### src/rtl/ctrl_env_responder_if.sv
// ctrl_env_responder_if: controller-side signals of the environment responder.
// Signals: Rreq/LEreq/sample are async requests and strobe; ack_dly/err_period are
// quasi-static config; Rack/LEack are 4-phase acks; Err0/Err1 form the dual-rail
// error codeword; tok_count/err_count/proto_err are status outputs.
interface ctrl_env_responder_if #(parameter int DLY_W = 4);
  logic             Rreq;
  logic             LEreq;
  logic             sample;
  logic [DLY_W-1:0] ack_dly;
  logic [3:0]       err_period;
  logic             Rack;
  logic             LEack;
  logic             Err0;
  logic             Err1;
  logic [15:0]      tok_count;
  logic [7:0]       err_count;
  logic             proto_err;
  modport master (output Rreq, LEreq, sample, ack_dly, err_period,
                  input Rack, LEack, Err0, Err1, tok_count, err_count, proto_err);
  modport slave (input Rreq, LEreq, sample, ack_dly, err_period,
                 output Rack, LEack, Err0, Err1, tok_count, err_count, proto_err);
endinterface

### src/rtl/ctrl_env_responder.sv
// ctrl_env_responder: acknowledges Rreq/LEreq handshakes and injects dual-rail timing errors.
// Ports: clk, rst (sync active-high), bus (slave modport carrying all handshake,
// config and status signals).
module ctrl_env_responder #(
  parameter int SYNC_STAGES = 2,
  parameter int DLY_W       = 4
) (
  input logic                 clk,
  input logic                 rst,
  ctrl_env_responder_if.slave bus
);
  typedef enum logic [1:0] {IDLE, WAIT_UP, ACK_HI, WAIT_DN} state_t;
  logic [SYNC_STAGES-1:0] r_rreq_sy, r_lereq_sy, r_smp_sy;
  state_t                 r_state, w_nxt;
  logic [DLY_W-1:0]       r_cnt, w_cnt;
  logic                   r_rack, w_rack, w_tok_inc, w_fsm_err;
  logic [15:0]            r_tok;
  logic                   r_le_d, r_le_d2, r_perr;
  logic                   r_smp_d, r_err0, r_err1;
  logic [3:0]             r_scnt;
  logic [7:0]             r_ecnt;
  logic                   w_rreq_s, w_le_s, w_smp_s, w_le_glitch, w_rise, w_fall, w_err;
  logic [3:0]             w_scnt;
  assign w_rreq_s    = r_rreq_sy[SYNC_STAGES-1];
  assign w_le_s      = r_lereq_sy[SYNC_STAGES-1];
  assign w_smp_s     = r_smp_sy[SYNC_STAGES-1];
  // two toggles on back-to-back cycles means LEreq_s held a level for only one cycle
  assign w_le_glitch = (w_le_s ^ r_le_d) & (r_le_d ^ r_le_d2);
  assign w_rise      = w_smp_s & ~r_smp_d;
  assign w_fall      = ~w_smp_s & r_smp_d;
  assign w_err       = (bus.err_period != 4'd0) && (r_scnt == bus.err_period - 4'd1);
  // a counter at or beyond the period (including a period lowered under it) wraps to 0
  assign w_scnt      = (r_scnt + 4'd1 >= bus.err_period) ? 4'd0 : r_scnt + 4'd1;
  always_comb begin
    w_nxt     = r_state;
    w_cnt     = r_cnt;
    w_rack    = r_rack;
    w_tok_inc = 1'b0;
    w_fsm_err = 1'b0;
    case (r_state)
      IDLE: if (w_rreq_s) begin
        w_nxt = WAIT_UP;
        w_cnt = bus.ack_dly;
      end
      WAIT_UP: if (!w_rreq_s) begin
        w_nxt     = IDLE;
        w_fsm_err = 1'b1;
      end else if (r_cnt == '0) begin
        w_nxt  = ACK_HI;
        w_rack = 1'b1;
      end else w_cnt = r_cnt - 1'b1;
      ACK_HI: if (!w_rreq_s) begin
        w_nxt = WAIT_DN;
        w_cnt = bus.ack_dly;
      end
      WAIT_DN: if (r_cnt == '0) begin
        w_nxt     = IDLE;
        w_rack    = 1'b0;
        w_tok_inc = 1'b1;
      end else w_cnt = r_cnt - 1'b1;
      default: w_nxt = IDLE;
    endcase
  end
  always_ff @(posedge clk) begin
    if (rst) begin
      r_rreq_sy  <= '0;
      r_lereq_sy <= '0;
      r_smp_sy   <= '0;
      r_state    <= IDLE;
      r_cnt      <= '0;
      r_rack     <= 1'b0;
      r_tok      <= 16'd0;
      r_le_d     <= 1'b0;
      r_le_d2    <= 1'b0;
      r_perr     <= 1'b0;
      r_smp_d    <= 1'b0;
      r_err0     <= 1'b0;
      r_err1     <= 1'b0;
      r_scnt     <= 4'd0;
      r_ecnt     <= 8'd0;
    end else begin
      r_rreq_sy  <= {r_rreq_sy[SYNC_STAGES-2:0], bus.Rreq};
      r_lereq_sy <= {r_lereq_sy[SYNC_STAGES-2:0], bus.LEreq};
      r_smp_sy   <= {r_smp_sy[SYNC_STAGES-2:0], bus.sample};
      r_state    <= w_nxt;
      r_cnt      <= w_cnt;
      r_rack     <= w_rack;
      r_tok      <= w_tok_inc ? r_tok + 16'd1 : r_tok;
      r_le_d     <= w_le_s;
      r_le_d2    <= r_le_d;
      r_perr     <= r_perr | w_fsm_err | w_le_glitch;
      r_smp_d    <= w_smp_s;
      if (w_rise) begin
        r_scnt <= w_scnt;
        r_err1 <= w_err;
        r_err0 <= ~w_err;
        r_ecnt <= (w_err && r_ecnt != 8'hFF) ? r_ecnt + 8'd1 : r_ecnt;
      end else if (w_fall) begin
        r_err1 <= 1'b0;
        r_err0 <= 1'b0;
      end
    end
  end
  assign bus.Rack      = r_rack;
  assign bus.LEack     = r_le_d;
  assign bus.Err0      = r_err0;
  assign bus.Err1      = r_err1;
  assign bus.tok_count = r_tok;
  assign bus.err_count = r_ecnt;
  assign bus.proto_err = r_perr;
endmodule

### src/flat_wrapper.sv
// flat-port wrapper written by rule: the top's interface ports become plain ports
module ctrl_env_responder_flat 
#(
  parameter int SYNC_STAGES = 2,
  parameter int DLY_W       = 4
)
  (clk, rst, bus_Rreq, bus_LEreq, bus_sample, bus_ack_dly, bus_err_period, bus_Rack, bus_LEack, bus_Err0, bus_Err1, bus_tok_count, bus_err_count, bus_proto_err);
  ctrl_env_responder_if #(.DLY_W(DLY_W)) bus_i ();
  input logic clk;
  input logic rst;
  input wire logic [$bits(bus_i.Rreq)-1:0] bus_Rreq;
  input wire logic [$bits(bus_i.LEreq)-1:0] bus_LEreq;
  input wire logic [$bits(bus_i.sample)-1:0] bus_sample;
  input wire logic [$bits(bus_i.ack_dly)-1:0] bus_ack_dly;
  input wire logic [$bits(bus_i.err_period)-1:0] bus_err_period;
  output wire logic [$bits(bus_i.Rack)-1:0] bus_Rack;
  output wire logic [$bits(bus_i.LEack)-1:0] bus_LEack;
  output wire logic [$bits(bus_i.Err0)-1:0] bus_Err0;
  output wire logic [$bits(bus_i.Err1)-1:0] bus_Err1;
  output wire logic [$bits(bus_i.tok_count)-1:0] bus_tok_count;
  output wire logic [$bits(bus_i.err_count)-1:0] bus_err_count;
  output wire logic [$bits(bus_i.proto_err)-1:0] bus_proto_err;
  assign bus_i.Rreq = bus_Rreq;
  assign bus_i.LEreq = bus_LEreq;
  assign bus_i.sample = bus_sample;
  assign bus_i.ack_dly = bus_ack_dly;
  assign bus_i.err_period = bus_err_period;
  assign bus_Rack = bus_i.Rack;
  assign bus_LEack = bus_i.LEack;
  assign bus_Err0 = bus_i.Err0;
  assign bus_Err1 = bus_i.Err1;
  assign bus_tok_count = bus_i.tok_count;
  assign bus_err_count = bus_i.err_count;
  assign bus_proto_err = bus_i.proto_err;
  ctrl_env_responder #(.SYNC_STAGES(SYNC_STAGES), .DLY_W(DLY_W)) u_core (.clk(clk), .rst(rst), .bus(bus_i));
endmodule
### config.mk
export PLATFORM = sky130hd
export DESIGN_NAME = ctrl_env_responder_flat
export DESIGN_NICKNAME = d
export VERILOG_FILES = /design/src/rtl/ctrl_env_responder_if.sv /design/src/rtl/ctrl_env_responder.sv /design/src/flat_wrapper.sv
export SDC_FILE = /design/constraint.sdc
export NUM_CORES = 1
export LEC_CHECK = 0
export ABC_AREA = 1
export CAP_MARGIN = 20
export CORE_ASPECT_RATIO = 1.75
export CORE_UTILIZATION = 46
export DETAILED_ROUTE_END_ITERATION = 6
export MAX_ROUTING_LAYER = met4
export PLACE_DENSITY = 0.67
export SETUP_SLACK_MARGIN = 0.2
export SLEW_MARGIN = 20
export SYNTH_ARGS = -nofsm -noshare
export SYNTH_HDL_FRONTEND = slang
export SYNTH_SLANG_ARGS = --single-unit
### constraint.sdc
create_clock -name clk -period 1.7 [get_ports clk]
set_input_delay 0.255 -clock clk [delete_from_list [all_inputs] [get_ports clk]]
set_output_delay 0.255 -clock clk [all_outputs]
set_load 0.02 [all_outputs]
==> flow_summary.yaml <==
status:
  status: "complete, but fails checks"
  violations: "DRC"
drt:
  ant_nets: 0
  routed_via_density: 5.156
  wire_per_inst_um: 13.10
  drc: 3
  first_pass_iters: 6
  wirelength_um: 6301
  num_vias: 2480
  drt_iter0_drc: 40
logic_synthesis:
  synth_top_area_share_pct: 37.32
  synth_edf_count: 0
  syn-num-nets: 383
  synthTopCellsByCount: "nand2_1, dfxtp_1, inv_1"
  ys_types: 32
  yosysTopAreaCell: "dfxtp_1"
  async_reset_ff_share_pct: 0
  ys_top_cells_by_area: "dfxtp_1, nand2_1, inv_1"
  synth_most_common_cell: "nand2_1"
  postSynthAreaPerCell_um2: 7.003
  ys_ff_latch: 47
  ys.flop_type: "dfxtp_1"
  synth_area_um2: 2521
  synth_cells: 360
  synth_warnings: 0
  ys_seq_area_share_pct: 37.32
floorplan:
  io_pins: 42
  placementRows: 35
  die_w_um: 57.97
  die_area_um2: 5793
  coreArea_um2: 5255
  start_util_pct: 47.98
  die_h_um: 99.94
worst_setup_path:
  r2r_slack_ps: 80
  critPathLaunchType: "register"
  cp-end-kind: "register"
  critPathKind: "reg2reg"
  arrival_ps: 1850
  required_ps: 1930
  worst-path-max-fanout: 4
power:
  ir_drop_uv: 513.7
  fin_total_pwr_w: 0.002355
  p_leak_nw: 1.605
  p_per_area_nw_per_um2: 669.3
global_routing:
  grt_pass1_wl_um: 10320
  grt_max_degree: 21
  grtUsageTotal_pct: 23.07
  grt_pass1_vias: 2500
  grt_antenna_before_repair: 0
  overflow: 0
timing:
  fmaxAchievable_mhz: 618.2
  fin_crit_sh_pct: 95.16
  hold_viol_final: 0
  tightest_slew_ps: 437.5
  rsz0062_at_grt: "yes"
  fin_skew_ps: 6.102
  maxSlewHeadroom_pct: 70.80
  period_needed_ps: 1618
  maxSlewViolCount: 0
  setup_viol_count_final: 0
  whs_ps: 405.6
placement:
  place_inst: 462
  place_hpwl_um: 4545
  io_buffers: 41
  routabilityCongestion: 0.8711
finish:
  nets: 448
  antennaDiodeCount: 0
  finalNonFillerCells: 481
  drive_gt1_share_pct: 21.13
  area_delta_synth_final_pct: 39.55
clock_tree:
  cts_root_buf: "clkbuf_8"
  clock_latency_ps: 300
  cts_tree: "built"
  cts-htree-levels: 2
  clk_pin_slew_worst_paths_ps: 90
  cts_buffers: 5
  clock-sinks: 47
  clockBufferDepth: 2
flow_run:
  cap_violations: 0
min_path:
  hold_path.class: "reg2reg"
[cell type report]
cell class,count,area (um^2)
Clock buffer,5,68.82
Clock inverter,3,67.56
Multi-Input combinational cell,255,1583
Fill cell,462,1737
Timing Repair Buffer,65,563.0
Sequential cell,47,959.7
Tap cell,55,68.82
Inverter,51,207.7
[critical path: stages, from the launching register on]
cell and delay (ps):
dfxtp_4 390, nand3_2 110, xor2_2 240, ha_4 240
a21oi_2 130, nand3_2 90, nor2_4 160, nand2_1 80
a21oi_2 110
[flip-flops by register name, indices dropped and copies added (netlist names), named ones only]
name	cells
u_core.bus.Err0	1
u_core.bus.Err1	1
u_core.bus.LEack	1
u_core.bus.Rack	1
u_core.bus.err_count	8
u_core.bus.proto_err	1
u_core.bus.tok_count	16
u_core.r_cnt	4
u_core.r_le_d2	1
u_core.r_lereq_sy	2
u_core.r_rreq_sy	2
u_core.r_scnt	4
u_core.r_smp_d	1
u_core.r_smp_sy	2
u_core.r_state	1
[final timing paths]
check,to,start,cells past startpoint
max,u_core.r_scnt[1],u_core.r_scnt[1],8
min,u_core.r_rreq_sy[1],u_core.r_rreq_sy[0],2
max reg2reg,u_core.r_scnt[1],u_core.r_scnt[1],8
min reg2reg,u_core.r_rreq_sy[1],u_core.r_rreq_sy[0],2
[placed cells by master, fill, tap and decap left out, types with 5 or more instances in the layout]
master	instances
ha_4	7
nor2_1	35
xnor2_1	6
inv_1	43
dfxtp_2	6
clkdlybuf4s50_1	10
buf_4	22
o21ai_0	13
nor2_4	9
nand2_1	84
nand4_1	13
clkbuf_8	5
dfxtp_1	38
xor2_1	6
a21oi_1	26
nand3_1	18
dlygate4sd2_1	30
inv_2	6
[stage by stage]
stage / TNS (ps) / worst slack [ps] / area, um^2 / util [%]
after floorplan: 0 / 180.7 / 2550 / -
final: 0 / 82.32 / 3518 / 66.95
after global placement: -2935 / -264.4 / 3095 / 58.90
after CTS: 0 / 102.6 / 3369 / 64.12
after detailed placement: -3791 / -357.2 / 3095 / 58.90
after global routing: -12.59 / -12.59 / 3518 / 66.95
[cells by family after synthesis]
family / synth area share (%)
DFF: 37.32
adders and majority gates: 4.963
AOI/OAI and AO/OA: 10.57
xor gates and xnor gates: 4.864
and+or+nand+nor: 32.71
buffers and inverters: 9.578
[routing by layer]
metal	up-vias	track usage, %	wire (um)
met5	-	-	0
met4	0	10.62	178
met3	14	3.608	185
met2	39	44.21	3609
met1	1145	21.44	2328
li1	1282	-	-
[repair_timing]
| action | 4_1_cts | 5_1_grt |
|---|---|---|
| hold buffers | 0 | 0 |
| gates resized for setup | 60 | 28 |
| gates cloned | 1 | 0 |
| pin swaps | 15 | 20 |
| endpoints found under the setup margin | 47 | 26 |
| setup buffers | 5 | 5 |
[where the power goes]
| part | switching (W) | total (W) | internal, W | leakage (nW) |
|---|---|---|---|---|
| clock | 0.000379 | 0.000965 | 0.000586 | 0.0644 |
| sequential | 0.0000134 | 0.00113 | 0.00112 | 0.386 |
| combinational | 0.000140 | 0.000259 | 0.000118 | 1.15 |
(Power assumes the default switching activity.)
